File: config.mk
export PLATFORM = sky130hd
export DESIGN_NAME = cea_frame_rx_flat
export DESIGN_NICKNAME = d
export VERILOG_FILES = /design/src/rtl/cea_frame_rx_pkg.sv /design/src/rtl/cea_frame_rx_if.sv /design/src/rtl/cea_frame_rx_word_packer.sv /design/src/rtl/cea_frame_rx.sv /design/src/flat_wrapper.sv
export SDC_FILE = /design/constraint.sdc
export NUM_CORES = 1
export LEC_CHECK = 0
export ABC_AREA = 1
export CORE_ASPECT_RATIO = 1.5
export CORE_UTILIZATION = 30
export CTS_CLUSTER_DIAMETER = 60
export DETAILED_ROUTE_END_ITERATION = 6
export SYNTH_ARGS = -nofsm -noshare
export SYNTH_HDL_FRONTEND = slang
export SYNTH_SLANG_ARGS = --single-unit
File: constraint.sdc
create_clock -name sys_clk -period 2 [get_ports sys_clk]
set_clock_uncertainty 0.1 [all_clocks]
set_input_delay 0.3 -clock sys_clk [delete_from_list [all_inputs] [get_ports sys_clk]]
set_output_delay 0.3 -clock sys_clk [all_outputs]
set_load 0.01 [all_outputs]
File: src/rtl/cea_frame_rx_pkg.sv
// CEA frame receiver shared types: FSM states, error codes, frame layout constants.
// Latency: n/a (declarations only).
// Backpressure: n/a.
package cea_frame_rx_pkg;

  // One state per expected byte; DATA repeats CNT times.
  typedef enum logic [2:0] {
    ST_IDLE,
    ST_ID_LO,
    ST_CNT_HI,
    ST_CNT_LO,
    ST_DATA,
    ST_CHK_HI,
    ST_CHK_LO
  } state_t;

  // err_code values reported with frame_err
  localparam logic [1:0] ERR_LEN = 2'd1;
  localparam logic [1:0] ERR_CHK = 2'd2;
  localparam logic [1:0] ERR_TMO = 2'd3;

  // Byte positions within a frame
  localparam int POS_ID_HI  = 0;
  localparam int POS_ID_LO  = 1;
  localparam int POS_CNT_HI = 2;
  localparam int POS_CNT_LO = 3;
  localparam int POS_DATA   = 4;
  localparam int WORD_BYTES = 4;

  // Length is legal only when non-zero, whole words, and within the limit.
  function automatic logic len_bad(input logic [15:0] cnt, input logic [15:0] max_bytes);
    return (cnt == 16'd0) || (cnt[1:0] != 2'b00) || (cnt > max_bytes);
  endfunction

endpackage

File: src/rtl/cea_frame_rx_if.sv
// Byte-in / status-out bundle between the bus byte receiver and cea_frame_rx.
// Latency: n/a (wires only).
// Backpressure: none; rx_flag is a 1-cycle strobe that must always be taken.
interface cea_frame_rx_if;
  logic [7:0]  rx_data;
  logic        rx_flag;
  logic [31:0] word_data;
  logic        word_flag;
  logic [15:0] frame_id;
  logic        frame_ok;
  logic        frame_err;
  logic [1:0]  err_code;
  logic        busy;

  // Byte source side: drives bytes, observes results
  modport master (
    output rx_data, rx_flag,
    input  word_data, word_flag, frame_id, frame_ok, frame_err, err_code, busy
  );

  // Frame receiver side
  modport slave (
    input  rx_data, rx_flag,
    output word_data, word_flag, frame_id, frame_ok, frame_err, err_code, busy
  );
endinterface

File: src/rtl/cea_frame_rx_word_packer.sv
// Packs data bytes big-endian into 32-bit words.
// Latency: word_vld/word_dat one cycle after the 4th byte of a word.
// Backpressure: none; every byte_vld is consumed, words are strobed once.
module cea_frame_rx_word_packer (
  input  logic        clk,
  input  logic        rst_n,
  input  logic        clr,
  input  logic        byte_vld,
  input  logic [7:0]  byte_dat,
  output logic        word_vld,
  output logic [31:0] word_dat
);

  logic [23:0] sh_q, sh_d;
  logic [1:0]  cnt_q, cnt_d;
  logic        word_vld_q, word_vld_d;
  logic [31:0] word_dat_q, word_dat_d;

  // Shift in bytes; the 4th completes a word. clr restarts word alignment.
  always_comb begin
    sh_d       = sh_q;
    cnt_d      = cnt_q;
    word_vld_d = 1'b0;
    word_dat_d = word_dat_q;
    if (clr) begin
      sh_d  = '0;
      cnt_d = '0;
    end else if (byte_vld) begin
      cnt_d = cnt_q + 2'd1;
      sh_d  = {sh_q[15:0], byte_dat};
      if (cnt_q == 2'd3) begin
        word_vld_d = 1'b1;
        word_dat_d = {sh_q, byte_dat};
      end
    end
  end

  // Packer state registers
  always_ff @(posedge clk or negedge rst_n) begin
    if (!rst_n) begin
      sh_q       <= '0;
      cnt_q      <= '0;
      word_vld_q <= 1'b0;
      word_dat_q <= '0;
    end else begin
      sh_q       <= sh_d;
      cnt_q      <= cnt_d;
      word_vld_q <= word_vld_d;
      word_dat_q <= word_dat_d;
    end
  end

  assign word_vld = word_vld_q;
  assign word_dat = word_dat_q;

endmodule

File: src/rtl/cea_frame_rx.sv
// CEA frame parser: ID, length, data words, 16-bit additive checksum, byte timeout. Optional ID filter: CEA_RX_ID_FILTER_EN.
// Latency: word, frame_ok and frame_err pulses appear one cycle after the byte that triggers them.
// Backpressure: none; a byte is taken on every rx_flag, including the cycle a status pulse is driven.
module cea_frame_rx
  import cea_frame_rx_pkg::*;
#(
  parameter logic [15:0] DEV_ID       = 16'h0001,
  parameter logic [15:0] MAX_BYTES    = 16'd64,
  parameter int          BYTE_TIMEOUT = 1000
) (
  input  logic         sys_clk,
  input  logic         sys_rst,
  cea_frame_rx_if.slave bus
);

`ifdef CEA_RX_ID_FILTER_EN
  localparam logic FILTER_EN = 1'b1;
`else
  localparam logic FILTER_EN = 1'b0;
`endif

  localparam int TW = (BYTE_TIMEOUT > 1) ? $clog2(BYTE_TIMEOUT) : 1;
  localparam logic [TW-1:0] TMO_LAST = TW'(BYTE_TIMEOUT - 1);

  state_t        state_q, state_d;
  logic [7:0]    id_hi_q, id_hi_d;
  logic [7:0]    cnt_hi_q, cnt_hi_d;
  logic [7:0]    chk_hi_q, chk_hi_d;
  logic [15:0]   cnt_q, cnt_d;
  logic [15:0]   byte_cnt_q, byte_cnt_d;
  logic [15:0]   chk_q, chk_d;
  logic [15:0]   frame_id_q, frame_id_d;
  logic          id_match_q, id_match_d;
  logic [TW-1:0] tmo_q, tmo_d;
  logic          frame_ok_q, frame_ok_d;
  logic          frame_err_q, frame_err_d;
  logic [1:0]    err_code_q, err_code_d;
  logic          busy_q, busy_d;

  logic          pk_clr;
  logic          pk_vld;

  // ID_HI restarts word alignment; only data bytes of an accepted ID are packed.
  assign pk_clr = bus.rx_flag && (state_q == ST_IDLE);
  assign pk_vld = bus.rx_flag && (state_q == ST_DATA) && id_match_q;

  cea_frame_rx_word_packer u_packer (
    .clk      (sys_clk),
    .rst_n    (sys_rst),
    .clr      (pk_clr),
    .byte_vld (pk_vld),
    .byte_dat (bus.rx_data),
    .word_vld (bus.word_flag),
    .word_dat (bus.word_data)
  );

  // Next-state, checksum, timeout and status-pulse logic
  always_comb begin
    state_d     = state_q;
    id_hi_d     = id_hi_q;
    cnt_hi_d    = cnt_hi_q;
    chk_hi_d    = chk_hi_q;
    cnt_d       = cnt_q;
    byte_cnt_d  = byte_cnt_q;
    chk_d       = chk_q;
    frame_id_d  = frame_id_q;
    id_match_d  = id_match_q;
    tmo_d       = tmo_q;
    frame_ok_d  = 1'b0;
    frame_err_d = 1'b0;
    err_code_d  = err_code_q;

    // Inter-byte timeout; an arriving byte always beats expiry.
    if (state_q != ST_IDLE) begin
      if (bus.rx_flag) begin
        tmo_d = '0;
      end else if (tmo_q == TMO_LAST) begin
        tmo_d       = '0;
        state_d     = ST_IDLE;
        frame_err_d = 1'b1;
        err_code_d  = ERR_TMO;
      end else begin
        tmo_d = tmo_q + 1'b1;
      end
    end

    if (bus.rx_flag) begin
      case (state_q)
        ST_IDLE: begin
          id_hi_d = bus.rx_data;
          chk_d   = {8'h00, bus.rx_data};
          tmo_d   = '0;
          state_d = ST_ID_LO;
        end
        ST_ID_LO: begin
          frame_id_d = {id_hi_q, bus.rx_data};
          id_match_d = !FILTER_EN || ({id_hi_q, bus.rx_data} == DEV_ID);
          chk_d      = chk_q + {8'h00, bus.rx_data};
          state_d    = ST_CNT_HI;
        end
        ST_CNT_HI: begin
          cnt_hi_d = bus.rx_data;
          chk_d    = chk_q + {8'h00, bus.rx_data};
          state_d  = ST_CNT_LO;
        end
        ST_CNT_LO: begin
          cnt_d      = {cnt_hi_q, bus.rx_data};
          byte_cnt_d = '0;
          chk_d      = chk_q + {8'h00, bus.rx_data};
          if (len_bad({cnt_hi_q, bus.rx_data}, MAX_BYTES)) begin
            frame_err_d = 1'b1;
            err_code_d  = ERR_LEN;
            state_d     = ST_IDLE;
          end else begin
            state_d = ST_DATA;
          end
        end
        ST_DATA: begin
          chk_d      = chk_q + {8'h00, bus.rx_data};
          byte_cnt_d = byte_cnt_q + 16'd1;
          if (byte_cnt_q + 16'd1 == cnt_q) begin
            state_d = ST_CHK_HI;
          end
        end
        ST_CHK_HI: begin
          chk_hi_d = bus.rx_data;
          state_d  = ST_CHK_LO;
        end
        ST_CHK_LO: begin
          state_d = ST_IDLE;
          // A filtered-out ID is consumed silently.
          if (id_match_q) begin
            if ({chk_hi_q, bus.rx_data} == chk_q) begin
              frame_ok_d = 1'b1;
            end else begin
              frame_err_d = 1'b1;
              err_code_d  = ERR_CHK;
            end
          end
        end
        default: state_d = ST_IDLE;
      endcase
    end

    busy_d = (state_d != ST_IDLE);
  end

  // FSM state and registered outputs
  always_ff @(posedge sys_clk or negedge sys_rst) begin
    if (!sys_rst) begin
      state_q     <= ST_IDLE;
      id_hi_q     <= '0;
      cnt_hi_q    <= '0;
      chk_hi_q    <= '0;
      cnt_q       <= '0;
      byte_cnt_q  <= '0;
      chk_q       <= '0;
      frame_id_q  <= '0;
      id_match_q  <= 1'b0;
      tmo_q       <= '0;
      frame_ok_q  <= 1'b0;
      frame_err_q <= 1'b0;
      err_code_q  <= '0;
      busy_q      <= 1'b0;
    end else begin
      state_q     <= state_d;
      id_hi_q     <= id_hi_d;
      cnt_hi_q    <= cnt_hi_d;
      chk_hi_q    <= chk_hi_d;
      cnt_q       <= cnt_d;
      byte_cnt_q  <= byte_cnt_d;
      chk_q       <= chk_d;
      frame_id_q  <= frame_id_d;
      id_match_q  <= id_match_d;
      tmo_q       <= tmo_d;
      frame_ok_q  <= frame_ok_d;
      frame_err_q <= frame_err_d;
      err_code_q  <= err_code_d;
      busy_q      <= busy_d;
    end
  end

  assign bus.frame_id  = frame_id_q;
  assign bus.frame_ok  = frame_ok_q;
  assign bus.frame_err = frame_err_q;
  assign bus.err_code  = err_code_q;
  assign bus.busy      = busy_q;

endmodule

File: src/flat_wrapper.sv
// flat-port wrapper written by rule: the top's interface ports become plain ports
module cea_frame_rx_flat import cea_frame_rx_pkg::*;
#(
  parameter logic [15:0] DEV_ID       = 16'h0001,
  parameter logic [15:0] MAX_BYTES    = 16'd64,
  parameter int          BYTE_TIMEOUT = 1000
)
  (sys_clk, sys_rst, bus_rx_data, bus_rx_flag, bus_word_data, bus_word_flag, bus_frame_id, bus_frame_ok, bus_frame_err, bus_err_code, bus_busy);
  cea_frame_rx_if bus_i ();
  input  logic sys_clk;
  input  logic sys_rst;
  input wire logic [$bits(bus_i.rx_data)-1:0] bus_rx_data;
  input wire logic [$bits(bus_i.rx_flag)-1:0] bus_rx_flag;
  output wire logic [$bits(bus_i.word_data)-1:0] bus_word_data;
  output wire logic [$bits(bus_i.word_flag)-1:0] bus_word_flag;
  output wire logic [$bits(bus_i.frame_id)-1:0] bus_frame_id;
  output wire logic [$bits(bus_i.frame_ok)-1:0] bus_frame_ok;
  output wire logic [$bits(bus_i.frame_err)-1:0] bus_frame_err;
  output wire logic [$bits(bus_i.err_code)-1:0] bus_err_code;
  output wire logic [$bits(bus_i.busy)-1:0] bus_busy;
  assign bus_i.rx_data = bus_rx_data;
  assign bus_i.rx_flag = bus_rx_flag;
  assign bus_word_data = bus_i.word_data;
  assign bus_word_flag = bus_i.word_flag;
  assign bus_frame_id = bus_i.frame_id;
  assign bus_frame_ok = bus_i.frame_ok;
  assign bus_frame_err = bus_i.frame_err;
  assign bus_err_code = bus_i.err_code;
  assign bus_busy = bus_i.busy;
  cea_frame_rx #(.DEV_ID(DEV_ID), .MAX_BYTES(MAX_BYTES), .BYTE_TIMEOUT(BYTE_TIMEOUT)) u_core (.sys_clk(sys_clk), .sys_rst(sys_rst), .bus(bus_i));
endmodule
==> results.json <==
{
  "cap_violations": 0,
  "ios": 65,
  "grt_pass1_wl_mm": 36.5,
  "setup_viol": 10,
  "synth.net_count": 988,
  "cts_buffers": 17,
  "power.net_switching_mw": 3.84,
  "finalCritPeriodShare_pct": 112,
  "fin_util_pct": 41.6,
  "path_clk_slew_ps": 70,
  "yosysWarnings": 0,
  "path_buf_inv": 3,
  "ant_nets": 0,
  "pwr-share-seq_pct": 40.2,
  "swShare_pct": 34.6,
  "p_clk_share_pct": 28.2,
  "slowest_delay_ps": 370,
  "die_w_um": 135,
  "cellPowerDensity_nw_per_um2": 1030,
  "numPortBuffers": 64,
  "violations": "setup timing",
  "critPathRequiredTime_ps": 2230,
  "wl_per_cell_um": 15.4,
  "worstSkewPairLatency_ps": 440,
  "first_global_vias": 7018,
  "hpwl_mm": 16.1,
  "fmax_ghz": 0.446,
  "combinationalPowerShare_pct": 31.7,
  "n_antenna_cell": 0,
  "drc": 0,
  "holdWs_ps": 178,
  "crit_path_top_delay_cell": "dfrtp_1",
  "leakage_nw": 5.09,
  "grtUsageMet3_pct": 2.88,
  "synth.distinct_cells": 45,
  "cts_tree": "yes",
  "antenna_found_initial": 0,
  "grt.busiest_layer": "met2",
  "grtUsageMet1_pct": 18.9,
  "rows": 72,
  "synth_area_um2": 7990,
  "maxSlewHeadroom_pct": 67.4,
  "clockBufferDepth": 2,
  "routed_wl_mm": 22.9,
  "grt_max_degree": 73,
  "nets": 1159,
  "arrival_ps": 2470,
  "overflow": 0,
  "chipHeight_um": 202,
  "start_kind": "flip-flop",
  "layout_common_cells": "nand2_1 (231), dfrtp_1 (165), o21ai_0 (120)",
  "h-tree-depth": 4,
  "area_growth_pct": 34.9,
  "synth_area_per_cell_um2": 8.28,
  "tns_ps": -1090,
  "routed_via_density": 4.81,
  "fin_ws_ps": -240,
  "start_util_pct": 30.8,
  "final_common_cell": "nand2_1",
  "grt_use_met2_pct": 31.8,
  "end_kind": "flip-flop",
  "crit_top_cell": "inv_2",
  "path_cells": "ha_2 -> inv_2 -> fa_2 -> inv_2 -> nand3_2 -> nand2_2 -> nand2_1 -> o211ai_1 -> nand2_1 -> inv_2 -> nand2_4 -> nor2_4 -> nand3_2 -> o21ai_1 -> a21oi_1",
  "fp.dieArea_um2": 27300,
  "core_um2": 25900,
  "maxSlewViolCount": 0,
  "ys.flop_type": "dfrtp_1",
  "peakVddDrop_v": 0.000598,
  "dpl.cell_count": 1426,
  "internal-power_mw": 7.27,
  "worstMarginPinSlew_ps": 486,
  "critPathTopFamily": "simple AND/OR/NAND/NOR gates",
  "synth_edf_count": 0,
  "fin_cells": 1481,
  "status": "complete, but fails checks",
  "drive_above_1_share_pct": 22.0,
  "synth-seq-area-share_pct": 52.0,
  "drt_first_pass_iters": 5,
  "period_needed_ps": 2240,
  "via_count": 7126,
  "worstSetupPathType": "flip-flop to flip-flop",
  "drt_iter0_drc": 479,
  "hp-class": "input port to flip-flop",
  "gp_congestion": 0.831,
  "ys_async_sr_fraction_pct": 100,
  "cp_max_fo": 2,
  "cts.sinks": 166,
  "syn-instance-count": 965,
  "clockRootBuffer": "clkbuf_16",
  "ys_seq_elements": 166,
  "finalHoldViolations": 0,
  "grt_usage_pct": 17.4,
  "rsz0062_at_grt": "yes",
  "n_fill_cell": 2588,
  "power.total_mw": 11.1
}
-- stage by stage --
stage,area [um2],setup slack (ps)
2_1_floorplan,8000,-32.3
3_3_place_gp,9690,-813
3_5_place_dp,9690,-804
4_1_cts,10500,-203
5_1_grt,10800,-321
6_report,10800,-240
-- synth_stat cells, types with 6 or more instances --
library cell	instances	area share [%]
o22ai_1	12	0.94
nand2_1	252	12
nand4_1	12	0.94
dfrtp_1	166	52
o21ai_0	128	8.0
a21oi_1	28	1.8
nor2_1	58	2.7
mux2_2	10	1.4
inv_1	103	4.8
inv_2	6	0.28
nor2_2	6	0.47
nor3_1	13	0.81
clkbuf_1	20	0.94
nand3_1	82	5.1
buf_2	6	0.38
ha_1	11	1.7
-- cell type report --
class	instances	area [um2]	share of cell area (%)
repair buffers	180	1620	15.1
inverters	110	420	3.90
multi-input cells	661	3620	33.6
clock inverters	13	110	1.02
flip-flops and latches	166	4160	38.5
well taps	333	417	3.86
clock buffers	18	429	3.98
-- kinds of logic after synthesis --
logic type               count (synthesis)  share of synthesized area (%)
AND/OR/NAND/NOR                        443                           24.1
AO/OA/AOI/OAI                          184                           12.4
flip-flops                             166                           52.0
buffers and inverters                  140                           6.98
multiplexers                            12                           1.68
adder cells (fa/ha/maj)                 12                           1.97
XOR/XNOR                                 8                          0.877
-- power groups by stage --
stage / logic, mW / registers (mW) / clock network, mW
floorplan: 1.64 / 4.46 / 0
finish: 3.52 / 4.46 / 3.13
global route: 3.92 / 4.54 / 3.33
global placement: 3.01 / 4.47 / 0
CTS: 3.30 / 4.44 / 3.20
detailed placement: 3.07 / 4.48 / 0
-- flip-flops by register name, summed over array words and instances (netlist names), 2 cells and up --
register and flops:
u_core.id_hi_q 8, u_core.chk_hi_q 8, u_core.chk_q 16, u_core.u_packer.sh_q 24, u_core.bus.err_code 2, u_core.byte_cnt_q 16, u_core.cnt_hi_q 8, u_core.tmo_q 10
u_core.state_q 3, u_core.bus.frame_id 16, u_core.u_packer.word_dat 32, u_core.cnt_q 16, u_core.u_packer.cnt_q 2
-- per-layer routing --
layer  routed length (um)  vias to the layer above
met5                    0                        -
met4                 1080                        0
met3                  587                       60
met2                12300                      140
met1                 8910                     3399
li1                     -                     3527
-- repair_timing --
action	4_1_cts	5_1_grt
gates resized for setup	53	51
setup buffers	9	13
endpoints found under the setup margin	17	36
pin swaps	30	35
hold endpoints to repair	166	0
hold buffers	1	0
gates cloned	2	0
-- tightest hold or removal path, cell delays in order --
cell and delay (ps):
dlygate4sd2_1 250, nand2_1 60, o21ai_0 60
-- worst paths after layout --
check	from	end	slack, ps	cells past startpoint
worst min register to register	u_core.bus.frame_id[0]$_DFFE_PN0P_	u_core.bus.frame_id[0]$_DFFE_PN0P_	390	2
max in group asynchronous	sys_rst	u_core.u_packer.sh_q[12]$_DFFE_PN0P_	960	3
worst max register to register	u_core.chk_q[0]$_DFFE_PN0P_	u_core.chk_q[14]$_DFFE_PN0P_	-240	15
worst max-delay path	u_core.chk_q[0]$_DFFE_PN0P_	u_core.chk_q[14]$_DFFE_PN0P_	-240	15
min in group asynchronous	sys_rst	u_core.bus.frame_id[11]$_DFFE_PN0P_	200	2
worst min-delay path	bus_rx_data[1]	u_core.id_hi_q[1]$_DFFE_PN0P_	180	3
(Power assumes the default switching activity.)
